File: src/rtl/q_6_pkg.sv
// Shared constants and FSM state encoding for the q_6_21 down counter.
package q_6_pkg;

  localparam int WIDTH  = 8;
  localparam int NIBBLE = 4;

  typedef enum logic {
    IDLE = 1'b0,
    RUN  = 1'b1
  } state_e;

endpackage

File: src/rtl/four_bit_sync_down_cntr.sv
// One nibble of the down counter: a loadable counter that wraps 0 -> F when enabled.
// The borrow output lets the next nibble up count on that wrap.
module four_bit_sync_down_cntr
  import q_6_pkg::*;
(
  input  logic              rstn,
  input  logic              clk,
  input  logic              cnt_en,
  input  logic              load,
  input  logic [NIBBLE-1:0] I,
  output logic [NIBBLE-1:0] count,
  output logic              borrow
);

  localparam logic [NIBBLE-1:0] ONE = {{(NIBBLE-1){1'b0}}, 1'b1};

  logic [NIBBLE-1:0] count_d, count_q;

  // NOTE: default assignment first so every path drives count_d -- no latch.
  always_comb begin
    count_d = count_q;
    if (load)        count_d = I;
    else if (cnt_en) count_d = count_q - ONE;
  end

  // NOTE: non-blocking for all flop updates so every flop samples pre-edge values.
  always_ff @(posedge clk or negedge rstn) begin
    if (!rstn) count_q <= '0;
    else       count_q <= count_d;
  end

  assign count  = count_q;
  assign borrow = cnt_en & (count_q == '0);

endmodule

File: src/rtl/q_6_21.sv
// Loadable 8-bit down counter with optional auto-reload and a two-state busy FSM.
// Built from two nibble counters chained through the lower nibble's borrow.
module q_6_21
  import q_6_pkg::*;
#(
  parameter int WIDTH = q_6_pkg::WIDTH
) (
  input  logic             clk,
  input  logic             rstb,
  input  logic             cnt_en,
  input  logic             load,
  input  logic [WIDTH-1:0] I,
  input  logic             auto_reload,
  output logic [WIDTH-1:0] count,
  output logic             borrow,
  output logic             zero,
  output logic             busy
);

  localparam logic [WIDTH-1:0] ONE = {{(WIDTH-1){1'b0}}, 1'b1};

  logic [WIDTH-1:0] reload_d, reload_q;
  state_e           state_d, state_q;

  logic             lo_borrow, hi_borrow;
  logic             term_cnt;
  logic             sub_load;
  logic [WIDTH-1:0] sub_i;

  // At terminal count both nibbles are loaded instead of wrapping to all-ones:
  // with the reload value, or with zero so the counter parks at 0.
  assign term_cnt = hi_borrow & ~load;
  assign sub_load = load | term_cnt;
  assign sub_i    = load ? I : (auto_reload ? reload_q : '0);

  four_bit_sync_down_cntr u_lo (
    .rstn   (rstb),
    .clk    (clk),
    .cnt_en (cnt_en),
    .load   (sub_load),
    .I      (sub_i[NIBBLE-1:0]),
    .count  (count[NIBBLE-1:0]),
    .borrow (lo_borrow)
  );

  four_bit_sync_down_cntr u_hi (
    .rstn   (rstb),
    .clk    (clk),
    .cnt_en (lo_borrow),
    .load   (sub_load),
    .I      (sub_i[2*NIBBLE-1:NIBBLE]),
    .count  (count[2*NIBBLE-1:NIBBLE]),
    .borrow (hi_borrow)
  );

  always_comb begin
    reload_d = reload_q;
    state_d  = state_q;
    if (load) begin
      reload_d = I;
      state_d  = (I != '0) ? RUN : IDLE;
    end else if (cnt_en && state_q == RUN) begin
      // Leave RUN whenever this edge leaves the counter parked at zero.
      if (!auto_reload && (count == ONE || count == '0))
        state_d = IDLE;
      else if (auto_reload && count == '0 && reload_q == '0)
        state_d = IDLE;
    end
  end

  always_ff @(posedge clk or negedge rstb) begin
    if (!rstb) begin
      reload_q <= '0;
      state_q  <= IDLE;
    end else begin
      reload_q <= reload_d;
      state_q  <= state_d;
    end
  end

  assign borrow = term_cnt;
  assign zero   = (count == '0);
  assign busy   = (state_q == RUN);

endmodule

File: config.mk
export PLATFORM = sky130hd
export DESIGN_NAME = q_6_21
export DESIGN_NICKNAME = d
export VERILOG_FILES = /design/src/rtl/q_6_pkg.sv /design/src/rtl/four_bit_sync_down_cntr.sv /design/src/rtl/q_6_21.sv
export SDC_FILE = /design/constraint.sdc
export NUM_CORES = 1
export LEC_CHECK = 0
export BUFFER_PORTS_ARGS = -buffer_cell sky130_fd_sc_hd__buf_2
export CAP_MARGIN = 30
export CELL_PAD_IN_SITES_DETAIL_PLACEMENT = 0
export CELL_PAD_IN_SITES_GLOBAL_PLACEMENT = 2
export CORE_MARGIN = 3
export CORE_UTILIZATION = 30
export CTS_CLUSTER_DIAMETER = 100
export DETAILED_ROUTE_END_ITERATION = 8
export HOLD_SLACK_MARGIN = 0.15
export PLACE_DENSITY_LB_ADDON = 0.1
export SYNTH_ARGS = -nofsm -noshare
export SYNTH_HDL_FRONTEND = slang
export SYNTH_SLANG_ARGS = --single-unit
File: constraint.sdc
create_clock -name clk -period 1.49 [get_ports clk]
set_input_delay 0.149 -clock clk [delete_from_list [all_inputs] [get_ports clk]]
set_output_delay 0.149 -clock clk [all_outputs]
set_load 0.005 [all_outputs]
==> impl_metrics.toml, run 1 <==
[yosys]
yosysTopAreaCellShare = 0.405
synthDistinctLibCells = 38
synthArstFlopShare = 1.00
yosysTopAreaCell = "sky130_fd_sc_hd__dfrtp_1"
syn-num-nets = 113
syn-instance-count = 95
post_synth.cell_area_avg_sq_um = 11.1
netlist_top_cells_area = "sky130_fd_sc_hd__dfrtp_1, sky130_fd_sc_hd__mux2_2, sky130_fd_sc_hd__ha_1, sky130_fd_sc_hd__mux2i_1, sky130_fd_sc_hd__a22oi_1"
synth_area_sq_um = 1050
synth_sequential_area_ratio = 0.405
yosysWarnings = 0
ys_ff_latch = 17
ys.flop_type = "sky130_fd_sc_hd__dfrtp_1"
synth-edff-count = 0

[global_routing]
antenna_found_initial = 0
global_route.overflow_total = 0
grt.total_usage = 0.139
number_of_global_route_vias_before_repair = 995
grt_start_max_net_pins = 18
grt_first_pass_wirelength_um = 4660

[setup_path]
cp.buffers_inverters = 2
timing.critical_path.required_ns = 1.34
path_class = "flip-flop to output pin"
reg2reg_slack_ns = -0.10
cp_num_cells = 5
cp_max_fo = 5
timing.rr.end = "u_hi.count[0]$_DFFE_PN0P_"
worstSetupEndpointType = "output pin"
stage_delay_of_the_slowest_cell_on_the_critical_path_ns = 0.41
worstPathCellList = "inv_2 -> ha_4 -> nor3b_4 -> and3_1 -> buf_2"
start_kind = "flip-flop"
worst_r2r_startpoint = "u_hi.count[0]$_DFFE_PN0P_"
arrival_ns = 1.46
rr_worst_depth = 6
critical-path-slowest-cell = "sky130_fd_sc_hd__dfrtp_1"
worst_path_dominant_cell_family = "simple AND/OR/NAND/NOR gates"

[run_status]
result_of_the_run = "finished, violations left"
violations = "setup timing"

[timing]
smallest_setup_slack_after_layout_ns = -0.120
timing.final.crit_share = 1.08
max_slew.worst_pin.slew_ns = 0.433
hold_viol_final = 0
min_period_ns = 1.61
slew_viol_final = 0
rsz0062_at_grt = "yes"
maxClockFrequency_mhz = 621
final.setup.tns_ns = -0.407
timing.max_slew.rel_slack = 0.711
setup_violations_final = 5
final.setup_skew_ns = 0.00293

[die]
num_io_pins = 24
die-area_sq_um = 4250
die_w_um = 65.2
die_h_um = 65.2
num_rows = 20
core_sq_um = 3200
initial_utilization = 0.328

[power]
power.share.switching = 0.321
p_int_uw = 990
total_switching_power_uw = 467
power.share.clock = 0.166
combinationalPowerShare = 0.427
irDropWorstVdd_mv = 0.395
sequentialPowerShare = 0.407
p_per_area_nw_per_um2 = 923
leakage_uw = 0.000709

[clock_tree]
tritoncts = "done"
worst_skew_pair.late_latency_ns = 0.28
cts_inserted_buffers = 3
cts_sinks = 17
cts.root.buffer_cell = "sky130_fd_sc_hd__clkbuf_4"
cts.path.max_buffers = 2
clk_pin_slew_worst_paths_ns = 0.09
htree_levels = 1

[route]
num_vias = 981
vias_per_instance = 5.03
detailed_route_wire_length_um = 2740
wire_length_per_cell_after_detailed_routing_um = 14.0
drt_drc_violations_left = 0
antenna_left = 0
drt_first_pass_iters = 4
dr.first_iter.drc_count = 41

[flow_run]
timing.max_cap.violations = 0

[place]
placement.io_buffers = 23
place_congestion = 0.747
sum_of_net_half_perimeters_after_detailed_placement_um = 2010

[layout]
layout_commonest_cell = "sky130_fd_sc_hd__buf_2"
layout_common_cells = "sky130_fd_sc_hd__buf_2, sky130_fd_sc_hd__buf_4, sky130_fd_sc_hd__dfrtp_1"
utilization = 0.493
flow.area_growth_from_synthesis_pct = 50.2
num-fill-cells = 321
finish.net_count = 170
diodes = 0
drive_gt1_frac = 0.483

[worst_hold_path]
worst_hold_endpoint = "u_hi.count[0]$_DFFE_PN0P_"
worstHoldPathCells = 4
holdCritPathClass = "primary input to flip-flop"
holdCritStartpoint = "auto_reload"
==> Yosys cell counts, types with 2 or more instances <==
cell,instances
sky130_fd_sc_hd__o21ai_0,2
sky130_fd_sc_hd__or4_1,5
sky130_fd_sc_hd__nand2_1,6
sky130_fd_sc_hd__nor2b_1,4
sky130_fd_sc_hd__inv_1,7
sky130_fd_sc_hd__a22oi_1,5
sky130_fd_sc_hd__mux2_2,9
sky130_fd_sc_hd__and3_1,2
sky130_fd_sc_hd__nor2_1,2
sky130_fd_sc_hd__xnor2_1,2
sky130_fd_sc_hd__ha_1,5
sky130_fd_sc_hd__dfrtp_1,17
sky130_fd_sc_hd__mux2i_1,4
==> worst max-delay path by stage <==
stage / start / end / slack (ns)
CTS: u_hi.count[1]$_DFFE_PN0P_ / borrow / -0.12
floorplan: u_hi.count[0]$_DFFE_PN0P_ / u_hi.count[0]$_DFFE_PN0P_ / -0.05
detailed placement: u_hi.count[0]$_DFFE_PN0P_ / u_hi.count[0]$_DFFE_PN0P_ / -0.06
global route: u_hi.count[0]$_DFFE_PN0P_ / borrow / -0.22
finish: u_hi.count[0]$_DFFE_PN0P_ / borrow / -0.12
global placement: u_hi.count[0]$_DFFE_PN0P_ / busy$_DFFE_PN0P_ / -0.06
==> logic make-up (layout without fill, tap and decap cells) <==
group,count (synthesis),count (layout),share of synthesized area
compound gates,21,21,0.165
mux,13,13,0.135
simple gates,26,26,0.167
flops,17,17,0.405
xor+xnor,3,3,0.0250
buf+inv,10,66,0.0440
fa+ha+maj,5,5,0.0595
==> flip-flops by register name (all words and copies together) (netlist names) <==
name and flops:
reload_q 8, u_lo.count 4, busy 1, u_hi.count 4
==> power groups by stage <==
stage | sequential, uW | clock [uW] | combinational [uW]
finish | 593 | 242 | 623
global route | 603 | 283 | 685
CTS | 594 | 255 | 603
detailed placement | 600 | 0 | 495
global placement | 597 | 0 | 490
floorplan | 607 | 0 | 260
==> routing by layer <==
metal | wire length [um] | GRT usage | vias to the layer above
met5 | 0 | 0 | -
met4 | 23 | 0.0466 | 0
met3 | 140 | 0.0222 | 4
met2 | 1290 | 0.228 | 27
met1 | 1280 | 0.186 | 476
li1 | - | - | 474
==> worst register-to-register path, cell delays in order, from the launching register on <==
cell	delay, ns
sky130_fd_sc_hd__dfrtp_1	0.41
sky130_fd_sc_hd__inv_2	0.09
sky130_fd_sc_hd__ha_4	0.12
sky130_fd_sc_hd__nor3b_4	0.26
sky130_fd_sc_hd__buf_4	0.16
sky130_fd_sc_hd__mux2_4	0.30
sky130_fd_sc_hd__o31ai_4	0.17
==> what timing repair did <==
| action | in CTS | in global routing |
|---|---|---|
| gates resized for setup | 12 | 2 |
| setup endpoints to repair | 7 | 10 |
| endpoints found under the hold margin | 25 | 0 |
| hold buffers | 9 | 0 |
| pin swaps | 9 | 2 |
| setup buffers | 8 | 4 |
==> through the flow <==
stage | cell area (sq um) | cells | setup slack (ns) | total power [uW] | hold slack (ns)
floorplan | 1080 | 95 | -0.0491 | 868 | -0.147
finish | 1580 | 195 | -0.120 | 1460 | 0.303
CTS | 1540 | 191 | -0.124 | 1450 | 0.264
global placement | 1320 | 171 | -0.0595 | 1090 | 0.0980
global route | 1580 | 195 | -0.225 | 1570 | 0.294
detailed placement | 1320 | 171 | -0.0571 | 1100 | 0.0988
==> final cells by class <==
type / count / area [sq um] / area share
tap: 44 / 55.1 / 0.0349
sequential: 17 / 425 / 0.269
inverter: 7 / 26.3 / 0.0166
clock buffer: 4 / 26.3 / 0.0166
timing repair buffer: 55 / 385 / 0.244
multi-input combinational: 68 / 661 / 0.418
No activity file was read; power rests on OpenSTA's default activity.
==> run 2, diff against run 1 <==
Clock period 1.49 ns to 1.4 ns, I/O delays scaled along.
==> run 2 against run 1 <==
Register-to-register slack got worse by 0.12 ns. Clock skew increased by 0.015 ns. Die area did not move. Global-route usage up 0.79 points. Power grew 11%. Final cell count unchanged. Largest cell class unchanged. Largest power group unchanged. Critical path depth is the same. Via count is 3.7% lower. The run still ends with setup timing left. Hold slack worse by 0.14 ns. Core utilization grew 0.86 points. Routed wire length rose by 1.2%.
==> impl_metrics.toml, run 2 (same netlist as run 1, synthesis figures left out) <==
[die]
die_h_um = 65.2
initial_utilization = 0.328
core_sq_um = 3200
die-area_sq_um = 4250
num_io_pins = 24
die_w_um = 65.2
num_rows = 20

[setup_path]
timing.critical_path.required_ns = 1.26
worstPathCellList = "inv_2 -> ha_4 -> nor3b_4 -> and3_1 -> buf_2"
path_class = "flip-flop to output pin"
cp_max_fo = 5
rr_worst_depth = 6
worst_r2r_startpoint = "u_hi.count[0]$_DFFE_PN0P_"
crit_end = "borrow"
critical-path-slowest-cell = "sky130_fd_sc_hd__dfrtp_1"
arrival_ns = 1.56
start_kind = "flip-flop"
timing.rr.end = "u_hi.count[0]$_DFFE_PN0P_"
stage_delay_of_the_slowest_cell_on_the_critical_path_ns = 0.41
timing.critical_path.from = "u_hi.count[0]$_DFFE_PN0P_"
worstSetupEndpointType = "output pin"
reg2reg_slack_ns = -0.22

[route]
vias_per_instance = 4.85
antenna_left = 0
num_vias = 945
drt_first_pass_iters = 4
wire_length_per_cell_after_detailed_routing_um = 14.2
detailed_route_wire_length_um = 2770
dr.first_iter.drc_count = 30
drt_drc_violations_left = 0

[layout]
layout_common_cells = "sky130_fd_sc_hd__buf_2, sky130_fd_sc_hd__dfrtp_1, sky130_fd_sc_hd__buf_4"
regMostFlops = "reload_q"
finish.net_count = 170
layout_commonest_cell = "sky130_fd_sc_hd__buf_2"
diodes = 0
drive_gt1_frac = 0.483
largest_reg_flops = 8
flow.area_growth_from_synthesis_pct = 52.9
num-fill-cells = 311
utilization = 0.502
fin_area_sq_um = 1610

[global_routing]
number_of_global_route_vias_before_repair = 993
global_route.overflow_total = 0
antenna_found_initial = 0
grt_first_pass_wirelength_um = 4840
grt_start_max_net_pins = 18
grt.total_usage = 0.147

[worst_hold_path]
worstHoldPathCells = 3
holdCritPathClass = "primary input to flip-flop"

[place]
placement.io_buffers = 23
place_congestion = 0.735
sum_of_net_half_perimeters_after_detailed_placement_um = 2000
placed_standard_cell_area_sq_um = 1360

[clock_tree]
clk_pin_slew_worst_paths_ns = 0.11
worst_skew_pair.late_latency_ns = 0.29
cts.root.buffer_cell = "sky130_fd_sc_hd__clkbuf_4"
cts_sinks = 17
cts_inserted_buffers = 3
htree_levels = 1
tritoncts = "done"
cts.path.max_buffers = 2

[run_status]
result_of_the_run = "finished, violations left"
violations = "setup timing"

[timing]
hold_viol_final = 0
final.setup_skew_ns = 0.0183
timing.max_slew.rel_slack = 0.728
max_slew.worst_pin.slew_ns = 0.407
timing.final.crit_share = 1.21
slew_viol_final = 0
min_period_ns = 1.70
rsz0062_at_grt = "yes"
smallest_setup_slack_after_layout_ns = -0.297
setup_violations_final = 11
maxClockFrequency_mhz = 589

[power]
irDropWorstVdd_mv = 0.431
leakage_uw = 0.000716
p_per_area_nw_per_um2 = 1010

[flow_run]
timing.max_cap.violations = 0
==> run 2: changes by cell type in the layout (fill, tap and decap cells not counted) <==
| cell | before | now |
|---|---|---|
| sky130_fd_sc_hd__buf_4 | 21 | 16 |
| sky130_fd_sc_hd__buf_6 | 2 | 6 |
| sky130_fd_sc_hd__buf_12 | 0 | 1 |
==> run 2: worst max-delay path: cells and delay by family (launching register included) <==
family	cells	cell delay, ns
adder cells (fa/ha/maj)	1	0.13
flip-flops	1	0.41
AND/OR/NAND/NOR	2	0.53
buffers and inverters	2	0.19
==> run 2: layout make-up <==
cell class | count | area (sq um) | share of cell area
Timing Repair Buffer | 55 | 413 | 0.257
Inverter | 7 | 26.3 | 0.0164
Clock buffer | 4 | 26.3 | 0.0164
Tap cell | 44 | 55.1 | 0.0343
Sequential cell | 17 | 425 | 0.265
Multi-Input combinational cell | 68 | 661 | 0.411
==> run 2: power breakdown <==
| part | internal, uW | switching (uW) |
|---|---|---|
| combinational | 426 | 294 |
| sequential | 562 | 67.6 |
| clock | 111 | 156 |
==> run 2: worst min path at each step <==
stage / to / startpoint
after CTS: u_hi.count[3]$_DFFE_PN0P_ / I[7]
final: u_hi.count[3]$_DFFE_PN0P_ / I[7]
after detailed placement: reload_q[6]$_DFFE_PN0P_ / rstb
after floorplan: busy$_DFFE_PN0P_ / rstb
after global placement: reload_q[6]$_DFFE_PN0P_ / rstb
after global routing: u_hi.count[3]$_DFFE_PN0P_ / I[7]
==> run 2: per-layer routing <==
metal	vias to the layer above	global-route usage	wire length, um
li1	472	-	-
met1	453	0.207	1370
met2	18	0.234	1280
met3	2	0.0222	111
met4	0	0.0389	12
met5	-	0	0
==> run 2: what timing repair did <==
| item | in CTS | in global routing |
|---|---|---|
| setup endpoints to repair | 11 | 11 |
| hold buffers | 9 | 0 |
| buffers inserted | 6 | 1 |
| gates resized for setup | 16 | 1 |
| hold endpoints to repair | 25 | 0 |
| pin swaps | 9 | 7 |
==> run 2: through the flow <==
stage | cells | power [uW] | setup WS (ns) | hold slack (ns) | setup TNS, ns
floorplan | 95 | 937 | -0.139 | -0.156 | -0.510
global placement | 175 | 1200 | -0.133 | 0.0876 | -0.617
detailed placement | 175 | 1210 | -0.176 | 0.0874 | -0.742
CTS | 194 | 1610 | -0.281 | 0.169 | -1.39
global route | 195 | 1740 | -0.381 | 0.212 | -2.28
finish | 195 | 1620 | -0.297 | 0.164 | -1.42
==> run 3, diff against run 2 <==
Settings changed: CORE_UTILIZATION 30 to 25, RECOVER_POWER set to 25, SKIP_LAST_GASP set to 1.
==> run 3 against run 2 <==
The run still ends with setup timing left. First-iteration DRC count rose by 6.7%. Sequential share of layout area fell by 0.55 points. Sequential cell count did not move. Final cell count rose by 3.1%. Critical path depth rose by 1. Non-clock buffer count rose by 2. Sequential power barely moved. Combinational power rose by 2.9%.
==> impl_metrics.toml, run 3 (same netlist as run 1, synthesis figures left out) <==
[die]
die_w_um = 70.8
die-area_sq_um = 5020
core_sq_um = 3850
num_io_pins = 24
num_rows = 22
initial_utilization = 0.273
die_h_um = 70.8

[layout]
regMostFlops = "reload_q"
layout_common_cells = "sky130_fd_sc_hd__buf_4, sky130_fd_sc_hd__buf_2, sky130_fd_sc_hd__dfrtp_1"
utilization = 0.426
sequential_area_sq_um = 425
finish.net_count = 172
drive_gt1_frac = 0.542
flow.area_growth_from_synthesis_pct = 56.1
diodes = 0
num-fill-cells = 397
layout_commonest_cell = "sky130_fd_sc_hd__buf_4"
largest_reg_flops = 8
multi_input_gate_area_sq_um = 683
fin_area_sq_um = 1640

[power]
combinationalPowerShare = 0.428
sequentialPowerShare = 0.363
p_int_uw = 1210
irDropWorstVdd_mv = 0.413
leakage_uw = 0.000733
power.share.switching = 0.304
total_switching_power_uw = 527
power.total_uw = 1730
p_per_area_nw_per_um2 = 1060
power.share.clock = 0.209

[setup_path]
timing.critical_path.required_ns = 1.26
timing.rr.end = "u_hi.count[3]$_DFFE_PN0P_"
timing.critical_path.from = "u_hi.count[1]$_DFFE_PN0P_"
worstSetupEndpointType = "output pin"
rr_worst_depth = 8
worst_r2r_startpoint = "u_hi.count[1]$_DFFE_PN0P_"
cp_max_fo = 3
arrival_ns = 1.49
crit_end = "zero"
start_kind = "flip-flop"
path_class = "flip-flop to output pin"
reg2reg_slack_ns = -0.22

[global_routing]
number_of_global_route_vias_before_repair = 941
met3_layer_usage_reported_by_global_route = 0.0256
antenna_found_initial = 0
grt_start_max_net_pins = 18
grt_first_pass_wirelength_um = 4620
use_met2 = 0.174
grt.total_usage = 0.116
grt-busiest-layer = "met2"
global_route.overflow_total = 0
grt_use_met1 = 0.164

[timing]
min_period_ns = 1.63
slew_viol_final = 0
max_slew.worst_pin.slew_ns = 0.970
hold_viol_final = 0
timing.max_slew.rel_slack = 0.353
timing.final.crit_share = 1.17
smallest_setup_slack_after_layout_ns = -0.232
final.setup_skew_ns = 0.00234
rsz0062_at_grt = "yes"
setup_violations_final = 11
maxClockFrequency_mhz = 613

[place]
sum_of_net_half_perimeters_after_detailed_placement_um = 2080
placement.io_buffers = 23
placed_standard_cell_area_sq_um = 1370
place_congestion = 0.801

[route]
vias_per_instance = 4.72
detailed_route_wire_length_um = 2850
wire_length_per_cell_after_detailed_routing_um = 14.2
num_vias = 949
antenna_left = 0
dr.first_iter.drc_count = 32
drt_first_pass_iters = 4
drt_drc_violations_left = 0

[worst_hold_path]
holdCritStartpoint = "I[0]"
holdCritPathClass = "primary input to flip-flop"

[clock_tree]
tritoncts = "done"
cts.root.buffer_cell = "sky130_fd_sc_hd__clkbuf_8"
clk_pin_slew_worst_paths_ns = 0.07
cts_sinks = 17
worst_skew_pair.late_latency_ns = 0.25
htree_levels = 1
cts_inserted_buffers = 3
cts.path.max_buffers = 2

[flow_run]
timing.max_cap.violations = 0

[run_status]
result_of_the_run = "finished, violations left"
violations = "setup timing"
[run 3: cell count changes in the layout (fill, tap and decap cells not counted), sizes merged]
| cell | delta |
|---|---|
| clkbuf | +1 |
| dlygate4sd3 | -6 |
| buf | +7 |
[run 3: final cells by class]
type | count | area share
Multi-Input combinational cell | 68 | 0.416
Sequential cell | 17 | 0.259
Tap cell | 48 | 0.0366
Clock buffer | 4 | 0.0275
Timing Repair Buffer | 57 | 0.244
Inverter | 7 | 0.0160
[run 3: worst max-delay path, cell delays in order, from the launching register on]
cell and delay, ns:
sky130_fd_sc_hd__dfrtp_1 0.39, sky130_fd_sc_hd__inv_2 0.08, sky130_fd_sc_hd__ha_4 0.13, sky130_fd_sc_hd__nor3b_4 0.23, sky130_fd_sc_hd__buf_4 0.16, sky130_fd_sc_hd__and3_4 0.17
sky130_fd_sc_hd__buf_6 0.09
[run 3: power by group through the flow]
stage	sequential (uW)	clock, uW	combinational [uW]
6_report	630	362	742
2_1_floorplan	648	0	289
3_5_place_dp	639	0	567
4_1_cts	632	384	672
3_3_place_gp	637	0	571
5_1_grt	643	398	821
[run 3: stage by stage]
step / setup WS, ns / hold WS (ns) / setup TNS (ns) / std cells
3_5_place_dp: -0.116 / 0.0964 / -0.740 / 180
4_1_cts: -0.233 / 0.154 / -1.57 / 195
2_1_floorplan: -0.139 / -0.156 / -0.510 / 95
6_report: -0.232 / 0.158 / -1.80 / 201
5_1_grt: -0.308 / 0.157 / -2.60 / 201
3_3_place_gp: -0.125 / 0.100 / -0.635 / 180
[run 3: how the worst min path moves through the flow]
stage | to | slack, ns | cells past startpoint
CTS | reload_q[0]$_DFFE_PN0P_ | 0.15 | 2
floorplan | busy$_DFFE_PN0P_ | -0.16 | 0
detailed placement | reload_q[2]$_DFFE_PN0P_ | 0.1 | 1
global route | reload_q[0]$_DFFE_PN0P_ | 0.16 | 2
global placement | reload_q[0]$_DFFE_PN0P_ | 0.10 | 1
finish | reload_q[0]$_DFFE_PN0P_ | 0.16 | 2
[run 3: metal layers]
layer | share of wire | vias up
met3 | 0.041 | 2
met2 | 0.45 | 19
li1 | - | 472
met4 | 0.0067 | 0
met5 | 0 | -
met1 | 0.51 | 456
[run 3: timing repair]
item | CTS | global route
resized for setup | 10 | 9
endpoints found under the setup margin | 11 | 11
pin swaps | 5 | 3
buffers inserted | 8 | 6
endpoints found under the hold margin | 19 | 0
hold buffers | 3 | 0
